[config.mk]
export PLATFORM = sky130hd
export DESIGN_NAME = alu_regfile_sequencer_flat
export DESIGN_NICKNAME = d
export VERILOG_FILES = /design/src/rtl/alu_regfile_sequencer_pkg.sv /design/src/rtl/alu_regfile_sequencer_if.sv /design/src/rtl/alu_regfile_sequencer_step_edge_detect.sv /design/src/rtl/alu_regfile_sequencer.sv /design/src/flat_wrapper.sv
export SDC_FILE = /design/constraint.sdc
export NUM_CORES = 1
export LEC_CHECK = 0
export CAP_MARGIN = 20
export CORE_UTILIZATION = 32
export DETAILED_ROUTE_END_ITERATION = 7
export HOLD_SLACK_MARGIN = 0.1
export MAX_ROUTING_LAYER = met4
export SETUP_SLACK_MARGIN = 0.02
export SYNTH_ARGS = -nofsm -noshare
export SYNTH_HDL_FRONTEND = slang
export SYNTH_SLANG_ARGS = --single-unit
[constraint.sdc]
create_clock -name Clk -period 2.4 [get_ports Clk]
set_input_delay 0.6 -clock Clk [delete_from_list [all_inputs] [get_ports Clk]]
set_output_delay 0.6 -clock Clk [all_outputs]
set_load 0.02 [all_outputs]
[src/rtl/alu_regfile_sequencer_pkg.sv]
// Shared constants, state encoding and decode helpers
// for the register-file/ALU instruction sequencer.
package alu_regfile_sequencer_pkg;

  localparam logic [3:0] FN_NOP = 4'b0000;
  localparam logic [3:0] FN_AND = 4'b0001;
  localparam logic [3:0] FN_OR  = 4'b0010;
  localparam logic [3:0] FN_XOR = 4'b0011;
  localparam logic [3:0] FN_ADD = 4'b0101;
  localparam logic [3:0] FN_SUB = 4'b1001;
  localparam logic [3:0] FN_CMP = 4'b1011;
  localparam logic [3:0] FN_MOV = 4'b1101;

  localparam logic [1:0] ST_IDLE   = 2'd0;
  localparam logic [1:0] ST_WAIT   = 2'd1;
  localparam logic [1:0] ST_DECODE = 2'd2;
  localparam logic [1:0] ST_EXEC   = 2'd3;

  typedef enum logic [1:0] {
    S_IDLE      = ST_IDLE,
    S_WAIT_STEP = ST_WAIT,
    S_DECODE    = ST_DECODE,
    S_EXEC      = ST_EXEC
  } state_t;

  localparam int OP_LSB = 12;
  localparam int RD_LSB = 8;
  localparam int FN_LSB = 4;
  localparam int RS_LSB = 0;
  localparam int IMM_W  = 8;

  localparam int FLG_N = 0;
  localparam int FLG_Z = 1;
  localparam int FLG_F = 2;
  localparam int FLG_L = 3;
  localparam int FLG_C = 4;

  typedef struct packed {
    logic [3:0]  func;
    logic [15:0] imm;
    logic        imm_sel;
  } dec_t;

  function automatic logic fn_legal(
    input logic [3:0] f
  );
    case (f)
      FN_AND, FN_OR, FN_XOR,
      FN_ADD, FN_SUB, FN_CMP,
      FN_MOV:  return 1'b1;
      default: return 1'b0;
    endcase
  endfunction

  function automatic logic fn_zext(
    input logic [3:0] f
  );
    return (f == FN_AND) ||
           (f == FN_OR)  ||
           (f == FN_XOR);
  endfunction

  function automatic dec_t decode(
    input logic [15:0] ir
  );
    dec_t       d;
    logic [3:0] op;
    op        = ir[OP_LSB +: 4];
    d.imm_sel = (op != 4'h0);
    d.func    = d.imm_sel ? op
                          : ir[FN_LSB +: 4];
    unique case (1'b1)
      fn_zext(d.func):
        d.imm = {8'h00, ir[IMM_W-1:0]};
      default:
        d.imm = {{8{ir[IMM_W-1]}},
                 ir[IMM_W-1:0]};
    endcase
    return d;
  endfunction

endpackage

[src/rtl/alu_regfile_sequencer_if.sv]
// Instruction valid/ready channel between the
// instruction source (master) and the sequencer (slave).
interface alu_regfile_sequencer_if;
  logic [15:0] instr;
  logic        instr_valid;
  logic        instr_ready;

  modport master (
    output instr,
    output instr_valid,
    input  instr_ready
  );

  modport slave (
    input  instr,
    input  instr_valid,
    output instr_ready
  );
endinterface

[src/rtl/alu_regfile_sequencer_step_edge_detect.sv]
// Two-flop synchronizer plus rising-edge detector
// for the single-step button input.
module step_edge_detect (
  input  logic Clk,
  input  logic Rst,
  input  logic i_d,
  output logic o_rise
);

  logic [1:0] r_sync;
  logic       r_prev;

  always_ff @(posedge Clk) begin
    if (!Rst) begin
      r_sync <= 2'b00;
      r_prev <= 1'b0;
    end else begin
      r_sync <= {r_sync[0], i_d};
      r_prev <= r_sync[1];
    end
  end

  assign o_rise = r_sync[1] & ~r_prev;

endmodule

[src/rtl/alu_regfile_sequencer.sv]
// Three-phase IDLE/DECODE/EXEC sequencer for the regfile/ALU pair.
// Optional SINGLE_STEP_EN adds a WAIT_STEP state gated by a step edge.
module alu_regfile_sequencer
  import alu_regfile_sequencer_pkg::*;
#(
  parameter int CNT_W  = 16,
  parameter int FLAG_W = 5
) (
  input  logic              Clk,
  input  logic              Rst,
  alu_regfile_sequencer_if.slave ibus,
  input  logic              step,
  input  logic [FLAG_W-1:0] flags_in,
  output logic [3:0]        rf_raddr_a,
  output logic [3:0]        rf_raddr_b,
  output logic [3:0]        alu_func,
  output logic [15:0]       imm,
  output logic              imm_sel,
  output logic              rf_we,
  output logic [3:0]        rf_waddr,
  output logic [FLAG_W-1:0] psr,
  output logic              busy,
  output logic [CNT_W-1:0]  instr_count
);

  state_t            r_state;
  state_t            w_next;
  logic [15:0]       r_ir;
  logic [3:0]        r_func;
  logic [15:0]       r_imm;
  logic              r_imm_sel;
  logic [FLAG_W-1:0] r_psr;
  logic [CNT_W-1:0]  r_count;
  dec_t              w_dec;
  logic              w_accept;

`ifdef SINGLE_STEP_EN
  logic w_step_rise;

  step_edge_detect u_step (
    .Clk    (Clk),
    .Rst    (Rst),
    .i_d    (step),
    .o_rise (w_step_rise)
  );
`else
  logic w_unused_step;
  assign w_unused_step = step;
`endif

  assign w_dec    = decode(r_ir);
  assign w_accept = (r_state == S_IDLE) &&
                    ibus.instr_valid;

  always_ff @(posedge Clk) begin
    if (!Rst) r_state <= S_IDLE;
    else      r_state <= w_next;
  end

  always_comb begin
    w_next = r_state;
    unique case (r_state)
      S_IDLE: begin
        if (ibus.instr_valid) begin
`ifdef SINGLE_STEP_EN
          w_next = S_WAIT_STEP;
`else
          w_next = S_DECODE;
`endif
        end
      end
      S_WAIT_STEP: begin
`ifdef SINGLE_STEP_EN
        if (w_step_rise) w_next = S_DECODE;
`else
        w_next = S_IDLE;
`endif
      end
      S_DECODE: w_next = S_EXEC;
      S_EXEC:   w_next = S_IDLE;
    endcase
  end

  // Decoded ALU controls are registered so they
  // hold their last values once back in IDLE.
  always_ff @(posedge Clk) begin
    if (!Rst) begin
      r_ir      <= 16'h0000;
      r_func    <= FN_NOP;
      r_imm     <= 16'h0000;
      r_imm_sel <= 1'b0;
      r_psr     <= '0;
      r_count   <= '0;
    end else begin
      if (w_accept) r_ir <= ibus.instr;
      if (r_state == S_DECODE) begin
        r_func    <= w_dec.func;
        r_imm     <= w_dec.imm;
        r_imm_sel <= w_dec.imm_sel;
      end
      if (r_state == S_EXEC) begin
        r_count <= r_count + CNT_W'(1);
        if (fn_legal(r_func)) r_psr <= flags_in;
      end
    end
  end

  assign ibus.instr_ready = (r_state == S_IDLE);
  assign busy        = (r_state != S_IDLE);
  assign rf_raddr_a  = r_ir[RD_LSB +: 4];
  assign rf_raddr_b  = r_ir[RS_LSB +: 4];
  assign rf_waddr    = r_ir[RD_LSB +: 4];
  assign alu_func    = r_func;
  assign imm         = r_imm;
  assign imm_sel     = r_imm_sel;
  assign psr         = r_psr;
  assign instr_count = r_count;
  assign rf_we       = (r_state == S_EXEC) &&
                       fn_legal(r_func) &&
                       (r_func != FN_CMP);

endmodule
[src/flat_wrapper.sv]
// flat-port wrapper written by rule: the top's interface ports become plain ports
module alu_regfile_sequencer_flat import alu_regfile_sequencer_pkg::*;
#(
  parameter int CNT_W  = 16,
  parameter int FLAG_W = 5
)
  (Clk, Rst, step, flags_in, rf_raddr_a, rf_raddr_b, alu_func, imm, imm_sel, rf_we, rf_waddr, psr, busy, instr_count, ibus_instr, ibus_instr_valid, ibus_instr_ready);
  alu_regfile_sequencer_if ibus_i ();
  input  logic Clk;
  input  logic Rst;
  input  logic step;
  input  logic [FLAG_W-1:0] flags_in;
  output logic [3:0] rf_raddr_a;
  output logic [3:0] rf_raddr_b;
  output logic [3:0] alu_func;
  output logic [15:0] imm;
  output logic imm_sel;
  output logic rf_we;
  output logic [3:0] rf_waddr;
  output logic [FLAG_W-1:0] psr;
  output logic busy;
  output logic [CNT_W-1:0] instr_count;
  input wire logic [$bits(ibus_i.instr)-1:0] ibus_instr;
  input wire logic [$bits(ibus_i.instr_valid)-1:0] ibus_instr_valid;
  output wire logic [$bits(ibus_i.instr_ready)-1:0] ibus_instr_ready;
  assign ibus_i.instr = ibus_instr;
  assign ibus_i.instr_valid = ibus_instr_valid;
  assign ibus_instr_ready = ibus_i.instr_ready;
  alu_regfile_sequencer #(.CNT_W(CNT_W), .FLAG_W(FLAG_W)) u_core (.Clk(Clk), .Rst(Rst), .ibus(ibus_i), .step(step), .flags_in(flags_in), .rf_raddr_a(rf_raddr_a), .rf_raddr_b(rf_raddr_b), .alu_func(alu_func), .imm(imm), .imm_sel(imm_sel), .rf_we(rf_we), .rf_waddr(rf_waddr), .psr(psr), .busy(busy), .instr_count(instr_count));
endmodule
# --- Word level (Yosys, flattened, before mapping) ---
# Index checks and enable logic that the tools add are counted.
word_totals:
  register_bits: 60
  word_cells: 41
  in_bits: 25
classes:
  eq_ne: 15
  n_addsub: 1
  mux: 7
  reduce_logical: 11
ops:
  columns: ["cell", "n"]
  rows:
  - ["16-bit by 1-bit adder with 16-bit output, second input constant", 1]
  - ["4-bit by 2-bit equality test with 1-bit output, second input constant", 4]
  - ["16-bit two-way mux", 1]
  - ["4-bit equality test, second input constant", 3]
  - ["4-bit by 1-bit equality test with 1-bit output, second input constant", 2]
  - ["7-bit OR reduction", 1]
  - ["2-bit case mux with 3 select lines", 1]
  - ["2-bit equality test, second input constant", 2]
  - ["4-bit by 3-bit equality test with 1-bit output, second input constant", 1]
  - ["4-bit two-way mux", 1]
  - ["4-bit != test, second input constant", 1]
  - ["4-bit nonzero test", 1]
  - ["1-bit logical AND", 3]
  - ["1-bit two-way mux", 3]
  - ["2-bit by 1-bit equality test with 1-bit output, second input constant", 1]
  - ["2-bit logical NOT", 1]
  - ["1-bit logical OR", 2]
  - ["2-bit two-way mux", 1]
  - ["2-bit != test, second input constant", 1]
  - ["2-bit AND reduction", 1]
  - ["2-bit nonzero test", 1]
  - ["2-bit OR reduction", 1]

# --- Logic depth before layout (Yosys ltp) ---
# Gate-level depths: netlist (run 1).
depth:
  depth_word: 6
  ltp_mapped: 7
  ltp_nobuf: 5

# --- Worst setup path after synthesis (run 1) ---
# No wires, ideal clock.
synth_timing:
  kind: "flip-flop to flip-flop"
  start: "register u_core.r_count[0], in the netlist u_core.instr_count[0]"
  end: "register u_core.r_count[14], in the netlist u_core.instr_count[14]"
  setup_time_ns: 0.070
  period_less_slack_ns: 1.786
  path_slack_ns: 0.614
  required_time_ns: 2.330
  stages_incl_launch_ff: 7
  arrival_time_ns: 1.716
  cell_sequence: "dfxtp_1 -> ha_1 -> nand3_1 -> or2_0 -> clkbuf_2 -> or4_1 -> a21oi_1"
synth_via:
  elab_chain_cells: 1
synth_rtl:
  columns: ["item", "line_no", "text"]
  rows:
  - ["from (decl)", "alu_regfile_sequencer.sv:33", "logic [CNT_W-1:0] r_count;"]
  - ["from (signal assigned)", "alu_regfile_sequencer.sv:102", "r_count <= r_count + CNT_W'(1);"]
  - ["16-bit by 1-bit adder with 16-bit output", "alu_regfile_sequencer.sv:102", null]
# Every way passes these cells.
# A chain may end at the register's enable or synchronous reset.

# --- Worst setup path after layout (run 1) ---
layout_timing:
  start: "register u_core.r_state[0]"
  end: "output rf_we"
layout_via:
  elab_chain_cells: 3
layout_rtl:
  columns: ["item", "line_no", "text"]
  rows:
  - ["from (decl)", "alu_regfile_sequencer.sv:26", "state_t r_state;"]
  - ["from (signal assigned)", "alu_regfile_sequencer.sv:57", "else r_state <= w_next;"]
  - ["2-bit equality test", "alu_regfile_sequencer.sv:118", "assign rf_we = (r_state == S_EXEC) &&"]
  - ["1-bit logical AND", "alu_regfile_sequencer.sv:118", null]
  - ["1-bit logical AND", "alu_regfile_sequencer.sv:119", "fn_legal(r_func) &&"]
  - ["to (decl)", "flat_wrapper.sv:18", "output logic rf_we;"]
# Every way passes these cells.

==> results of run 1 <==
[stage by stage]
| stage | hold slack (ps) | setup slack [ps] | util | power (µW) |
|---|---|---|---|---|
| after floorplan | 446 | 614 | - | 1110 |
| after global placement | 446 | 422 | 0.453 | 1210 |
| after detailed placement | 450 | 417 | 0.453 | 1220 |
| after CTS | 465 | 65.4 | 0.467 | 1730 |
| after global routing | 476 | 122 | 0.467 | 1800 |
| final | 460 | 199 | 0.467 | 1710 |
[report_power, final]
group	leakage, µW	internal (µW)	switching (µW)
clock network	0.0000445	208	307
logic	0.000604	122	130
registers	0.000431	911	29.3
[synth_stat cells (2+ instances only)]
master	number	area [µm²]
sky130_fd_sc_hd__a21oi_1	39	195
sky130_fd_sc_hd__inv_1	5	18.8
sky130_fd_sc_hd__buf_4	21	158
sky130_fd_sc_hd__mux2i_1	7	70.1
sky130_fd_sc_hd__clkbuf_1	10	37.5
sky130_fd_sc_hd__nor4_1	2	12.5
sky130_fd_sc_hd__or4_1	2	15.0
sky130_fd_sc_hd__and2_1	2	12.5
sky130_fd_sc_hd__nor3_1	3	15.0
sky130_fd_sc_hd__o21ai_0	8	40.0
sky130_fd_sc_hd__nand4_1	4	25.0
sky130_fd_sc_hd__nand3_1	6	30.0
sky130_fd_sc_hd__nand2_1	58	218
sky130_fd_sc_hd__or3_1	4	25.0
sky130_fd_sc_hd__xor2_1	5	43.8
sky130_fd_sc_hd__xnor2_1	3	26.3
sky130_fd_sc_hd__and4_1	2	17.5
sky130_fd_sc_hd__nand2b_1	2	12.5
sky130_fd_sc_hd__dfxtp_1	53	1060
sky130_fd_sc_hd__nor2b_1	2	12.5
sky130_fd_sc_hd__nor2_1	19	71.3
[registers in the layout, summed over array words and instances, names as in the netlist]
| register | count |
|---|---|
| u_core.imm_sel | 1 |
| u_core.instr_count | 16 |
| u_core.r_state | 2 |
| u_core.alu_func | 4 |
| u_core.r_ir | 16 |
| u_core.imm | 9 |
| u_core.psr | 5 |
[area by class of cell]
cell class / count / area (µm²) / area share
clock buffers: 5 / 68.8 / 0.0227
clock inverters: 3 / 21.3 / 0.00701
inverters: 5 / 18.8 / 0.00619
multi-input cells: 177 / 921 / 0.304
flip-flops and latches: 53 / 1060 / 0.350
well taps: 77 / 96.3 / 0.0318
repair buffers: 86 / 846 / 0.279
[kinds of logic (layout without fill, tap and decap cells)]
family | after synthesis | after routing
AND/OR/NAND/NOR | 109 | 109
buffers and inverters | 38 | 99
AO/OA/AOI/OAI | 52 | 52
adder cells (fa/ha/maj) | 1 | 1
XOR/XNOR | 8 | 8
multiplexers | 7 | 7
flip-flops | 53 | 53
[metal layers]
metal  global-route usage  vias up  part of all wire
met4               0.0324        0            0.0024
met5                    -        -                 0
met3               0.0370        2             0.060
met1                0.189      857              0.48
li1                     -      996                 -
met2                0.235       62              0.46
[worst reg2reg max path: cells and delay by family (launching register included)]
kind | cells | cell delay (ps)
DFF | 1 | 410
muxes | 1 | 210
buffers and inverters | 1 | 180
and+or+nand+nor | 3 | 930
[worst paths after layout]
kind,end,slack (ps),cells after the start
hold reg to reg,u_core.imm[6]$_SDFFE_PN0P_,460,2
setup / recovery,rf_we,200,3
setup reg to reg,u_core.instr_count[15]$_SDFFE_PN0N_,600,5
hold / removal,u_core.imm[6]$_SDFFE_PN0P_,460,2
[what timing repair did]
action | CTS | global route
hold endpoints to repair | 0 | 0
gates resized for setup | 0 | 1
buffers inserted | 0 | 0
setup endpoints to repair | 0 | 1
hold buffers | 0 | 0
==> flow_summary.rst, run 1 <==
.. list-table::
   :header-rows: 1

   * - Metric
     - Value
   * - Outcome
     - finished, final reports clean
   * - Headroom to the max-slew limit
     - 0.604
   * - Share of final-layout standard cells stronger than drive strength 1
     - 0.0517
   * - Synthesized flop and latch total
     - 53
   * - DP Wirelength
     - 3550 µm
   * - Number of antenna violations at the first check in global routing
     - 0
   * - Post-synthesis share of cell area spent on xor and xnor gates
     - 0.0318
   * - Post-Synthesis Net Count
     - 294
   * - Power density over the cells
     - 562 mW/mm²
   * - Ys flop type
     - sky130_fd_sc_hd__dfxtp_1
   * - Number of global-route vias before repair
     - 1769
   * - Horizontal die dimension
     - 85.0 µm
   * - Number of enable-type register cells in the synthesized netlist
     - 0
   * - Cell area after layout
     - 0.00303 mm²
   * - Number of hold violations in the final report
     - 0
   * - Gp weighted congestion
     - 0.734
   * - CTS root buffer
     - sky130_fd_sc_hd__clkbuf_8
   * - Min cycle time layout
     - 2200 ps
   * - Die span in y
     - 85.0 µm
   * - Wire length of the first global-routing pass
     - 8360 µm
   * - Count of buffer and inverter cells on the critical path
     - 1
   * - Final routed DRC violation total
     - 0
   * - Sort of element at the start of the critical path
     - flop
   * - List of cells traversed by the critical path
     - nand2_1, nor2_1, clkdlybuf4s50_1
   * - Area of the placeable core
     - ~0.0065 mm²
   * - Fmax
     - 454 MHz
   * - Number of I/O port buffers
     - 80
   * - Count of placed standard cells including taps
     - ~400
   * - Number of fill cells
     - 631
   * - Antenna cells
     - 0
   * - Die outline area
     - ~0.0072 mm²
   * - Highest net fanout along the worst path
     - 8
   * - TritonCTS buffer count
     - 5
   * - Final Max Slew Viols
     - 0
   * - WL/cell
     - 12.2 µm
   * - Largest net degree at the start of global routing
     - 29
   * - Standard-cell row count
     - 29
   * - Post-synth ARST share
     - 0
   * - Commonest cells after routing, fill and taps aside
     - sky130_fd_sc_hd__clkdlybuf4s50_1 (80), sky130_fd_sc_hd__nand2_1 (58), sky130_fd_sc_hd__dfxtp_1 (52)
   * - Peak per-stage delay on the critical path
     - 610 ps
   * - Worst hold path startpoint
     - u_core.imm[6]$_SDFFE_PN0P_
   * - Setup Viol. Count Final
     - 0
   * - Worst EP arrival
     - 1600 ps
   * - Total length of routed wires
     - slightly below 5000 µm
   * - I/O pin count
     - 82
   * - Count of non-filler cells in the finished layout
     - 406
   * - Cell family with most CP delay
     - buffers and inverters
   * - Vias per std cell
     - 4.72
   * - Maximum ir drop on the vdd rail
     - 241 µV
   * - Area growth from synthesis to final layout
     - 37.5%
   * - Slowest library cell on the worst path
     - sky130_fd_sc_hd__clkdlybuf4s50_1
   * - Clock transition time at the flip-flop clock pins of the worst setup and hold paths
     - 100 ps
   * - Router iterations before antenna repair
     - 4
   * - Count of maximum capacitance violations
     - 0
   * - Clock tree from TritonCTS
     - yes
   * - Slew at the pin closest to its max-slew limit
     - 589 ps
   * - Initial cell density of the core
     - 0.340
   * - Total gr overflow
     - 0
   * - Placed cell area
     - 0.00294 mm²
   * - Number of DRC violations after detailed-routing iteration 0
     - 55
   * - Count of different cell masters after synthesis
     - 32
   * - Max Root-Sink Buffers
     - 2
   * - Insertion delay of the later-clocked pin in the worst-skew pair
     - 310 ps
   * - Commonest non-fill, non-tap cell in the layout
     - sky130_fd_sc_hd__clkdlybuf4s50_1
   * - Antenna-violating nets left
     - 0
   * - Area share of and/or/nand/nor cells after synthesis
     - 0.221
   * - Cells after synthesis
     - ~270
   * - Hold Crit Class
     - reg2reg
   * - Gr usage total
     - 0.147
   * - Number of nets in the layout
     - 354
   * - Average footprint of a synthesized cell
     - 8.23 µm²
   * - Category of the critical setup timing path
     - reg2out
   * - Post-synthesis compound-gate area fraction
     - 0.128
   * - Setup TNS after final layout
     - 0 ps
   * - Seq/Total Area, Yosys
     - 0.481
   * - Vias
     - 1917
   * - Period utilisation layout
     - 0.917
   * - Static leakage
     - between 0.001 and 0.0015 µW
   * - Main combinational cell family by area after synthesis
     - simple AND/OR/NAND/NOR gates
   * - CTS H-tree lvls
     - 2
   * - Total of warnings raised by yosys
     - 0
   * - Critical path capture point type
     - primary output
   * - Worst Setup SP
     - u_core.r_state[0]$_SDFFE_PN0P_
   * - Sink Count
     - 53
   * - Worst clock skew
     - 8.58 ps
   * - Mux cell area share after synthesis
     - 0.0318
   * - Post-synth design cell area
     - 0.00221 mm²
   * - Post-synthesis adder-cell area fraction
     - 0.00567
   * - R2r startpoint
     - u_core.r_state[1]$_SDFFE_PN0P_
   * - Setup repair after global routing missed its margin
     - no
   * - Required time worst endpoint
     - 1800 ps
Note: power is estimated with default switching activity, not from simulation.
==> run 2: changes to the inputs <==
- CAP_MARGIN: 20 -> not set
- clock period: 2.4 -> 2.6 ns (I/O delays scaled with it)
==> flow_summary.rst, run 2 (same netlist as run 1, synthesis figures left out) <==
.. list-table::
   :header-rows: 1

   * - Metric
     - Value
   * - Final Max Slew Viols
     - 0
   * - Vias per std cell
     - 4.77
   * - Router iterations before antenna repair
     - 4
   * - Total length of routed wires
     - between 5000 and 6000 µm
   * - Number of I/O port buffers
     - 80
   * - Setup Viol. Count Final
     - 0
   * - Total of hold buffers inserted after clock tree synthesis
     - 0
   * - Fmax
     - 439 MHz
   * - Number of antenna violations at the first check in global routing
     - 0
   * - PostCTS Resize Cnt
     - 0
   * - WL/cell
     - 12.3 µm
   * - Antenna-violating nets left
     - 0
   * - Standard-cell row count
     - 29
   * - Area of the placeable core
     - 0.00649 mm²
   * - Commonest cells after routing, fill and taps aside
     - sky130_fd_sc_hd__clkdlybuf4s50_1 (80), sky130_fd_sc_hd__nand2_1 (58), sky130_fd_sc_hd__dfxtp_1 (53)
   * - Flop pwr share
     - 0.556
   * - Initial cell density of the core
     - 0.340
   * - Smallest setup slack after layout
     - 321 ps
   * - Number of global-route vias before repair
     - 1788
   * - Maximum ir drop on the vdd rail
     - around 230 µV
   * - Most heavily used metal layer in global routing
     - met2
   * - Sort of element at the start of the critical path
     - flop
   * - TritonCTS buffer count
     - 5
   * - Antenna cells
     - 0
   * - Final routed DRC violation total
     - 0
   * - Number of nets in the layout
     - 354
   * - Vias
     - 1935
   * - Cell-internal power
     - 1140 µW
   * - Share of the core filled with cells in the final layout
     - 0.467
   * - Min cycle time layout
     - 2280 ps
   * - Max Root-Sink Buffers
     - 2
   * - Die span in y
     - 85.0 µm
   * - Largest net degree at the start of global routing
     - 35
   * - Highest net fanout along the worst path
     - 5
   * - CTS H-tree lvls
     - 2
   * - Slew at the pin closest to its max-slew limit
     - ~590 ps
   * - Worst Setup SP
     - u_core.r_state[0]$_SDFFE_PN0P_
   * - Cell area after layout
     - 0.00303 mm²
   * - Category of the critical setup timing path
     - reg2out
   * - FF-to-FF setup slack
     - 750 ps
   * - Placed cell area
     - 0.00294 mm²
   * - Gp weighted congestion
     - 0.707
   * - Sink Count
     - 53
   * - Hold Crit Class
     - reg2reg
   * - Setup repair after global routing missed its margin
     - no
   * - DP Wirelength
     - 3600 µm
   * - Total gr overflow
     - 0
   * - Switching share of power
     - 0.267
   * - Worst hold slack after final layout
     - 460 ps
   * - Worst clock skew
     - 5.17 ps
   * - Capture point of the critical path
     - rf_we
   * - Count of maximum capacitance violations
     - 0
   * - Insertion delay of the later-clocked pin in the worst-skew pair
     - around 300 ps
   * - Die outline area
     - about 0.0072 mm²
   * - Number of DRC violations after detailed-routing iteration 0
     - a little over 60
   * - Worst reg2reg path depth
     - 5
   * - Critical path capture point type
     - primary output
   * - Number of buffers inserted to repair setup after CTS
     - 0
   * - Gr usage total
     - 0.148
   * - Clock tree from TritonCTS
     - yes
   * - CTS root buffer
     - sky130_fd_sc_hd__clkbuf_8
   * - Horizontal die dimension
     - roughly 85 µm
   * - Required time worst endpoint
     - 1950 ps
   * - Met3 routing resource usage after global routing
     - 0.0379
   * - Met2 GRT Util
     - 0.254
   * - Number of hold violations in the final report
     - 0
   * - Worst reg2reg endpoint
     - u_core.instr_count[15]$_SDFFE_PN0N_
   * - Switching Power
     - 417 µW
   * - Area growth from synthesis to final layout
     - 37.5%
   * - Share of final-layout standard cells stronger than drive strength 1
     - 0.0486
   * - Period utilisation layout
     - 0.877
   * - Fraction of power consumed by combinational cells
     - 0.149
   * - Power density over the cells
     - 515 mW/mm²
   * - Number of instances on the worst hold path
     - 2
   * - Setup TNS after final layout
     - 0 ps
   * - I/O pin count
     - 82
   * - Commonest non-fill, non-tap cell in the layout
     - sky130_fd_sc_hd__clkdlybuf4s50_1
   * - Outcome
     - finished, final reports clean
   * - R2r startpoint
     - u_core.r_state[0]$_SDFFE_PN0P_
   * - M1 GR Usage
     - 0.177
   * - Headroom to the max-slew limit
     - 0.605
   * - Clock transition time at the flip-flop clock pins of the worst setup and hold paths
     - 100 ps
   * - Worst EP arrival
     - 1630 ps
   * - Wire length of the first global-routing pass
     - 8390 µm
   * - Part of the power in the clock network
     - 0.295
   * - Static leakage
     - approximately 0.0011 µW
   * - Placement-stage worst setup slack
     - 553 ps
## run 2: worst max-delay path, cell delays in order, from the launching register on
cell and delay (ps):
sky130_fd_sc_hd__dfxtp_1 440, sky130_fd_sc_hd__nand2_1 140, sky130_fd_sc_hd__nor2_1 140, sky130_fd_sc_hd__clkdlybuf4s50_1 610
## run 2: worst min-delay path by stage
stage | startpoint | endpoint | slack [ps]
global placement | u_core.imm[0]$_SDFFE_PN0P_ | u_core.imm[0]$_SDFFE_PN0P_ | 440
CTS | u_core.imm[6]$_SDFFE_PN0P_ | u_core.imm[6]$_SDFFE_PN0P_ | 460
finish | u_core.imm[6]$_SDFFE_PN0P_ | u_core.imm[6]$_SDFFE_PN0P_ | 460
global route | u_core.imm[7]$_SDFFE_PN0P_ | u_core.imm[7]$_SDFFE_PN0P_ | 480
floorplan | u_core.r_ir[0]$_SDFFE_PN0P_ | u_core.imm[0]$_SDFFE_PN0P_ | 450
detailed placement | u_core.imm[6]$_SDFFE_PN0P_ | u_core.imm[6]$_SDFFE_PN0P_ | 450
## run 2: power groups by stage
stage	clock [µW]	combinational, µW	sequential [µW]
floorplan	0	127	893
CTS	482	237	868
finish	461	233	868
global placement	0	234	886
global route	523	255	873
detailed placement	0	236	887
## run 2: final cells by class
class                           count  area (µm²)
Fill cell                         643        3460
Sequential cell                    53        1060
Multi-Input combinational cell    177         921
Timing Repair Buffer               86         846
Tap cell                           77        96.3
Clock buffer                        5        68.8
Clock inverter                      3        21.3
Inverter                            5        18.8
## run 2: metrics by stage
| stage | total power [µW] | instances |
|---|---|---|
| 6_report | 1560 | 406 |
| 3_5_place_dp | 1120 | 398 |
| 5_1_grt | 1650 | 406 |
| 2_1_floorplan | 1020 | 268 |
| 4_1_cts | 1590 | 406 |
| 3_3_place_gp | 1120 | 398 |
## run 2: metal layers
layer / share of wire / vias up
met5: 0 / -
met4: 0.0016 / 0
met3: 0.064 / 2
met2: 0.48 / 55
met1: 0.46 / 886
li1: - / 992
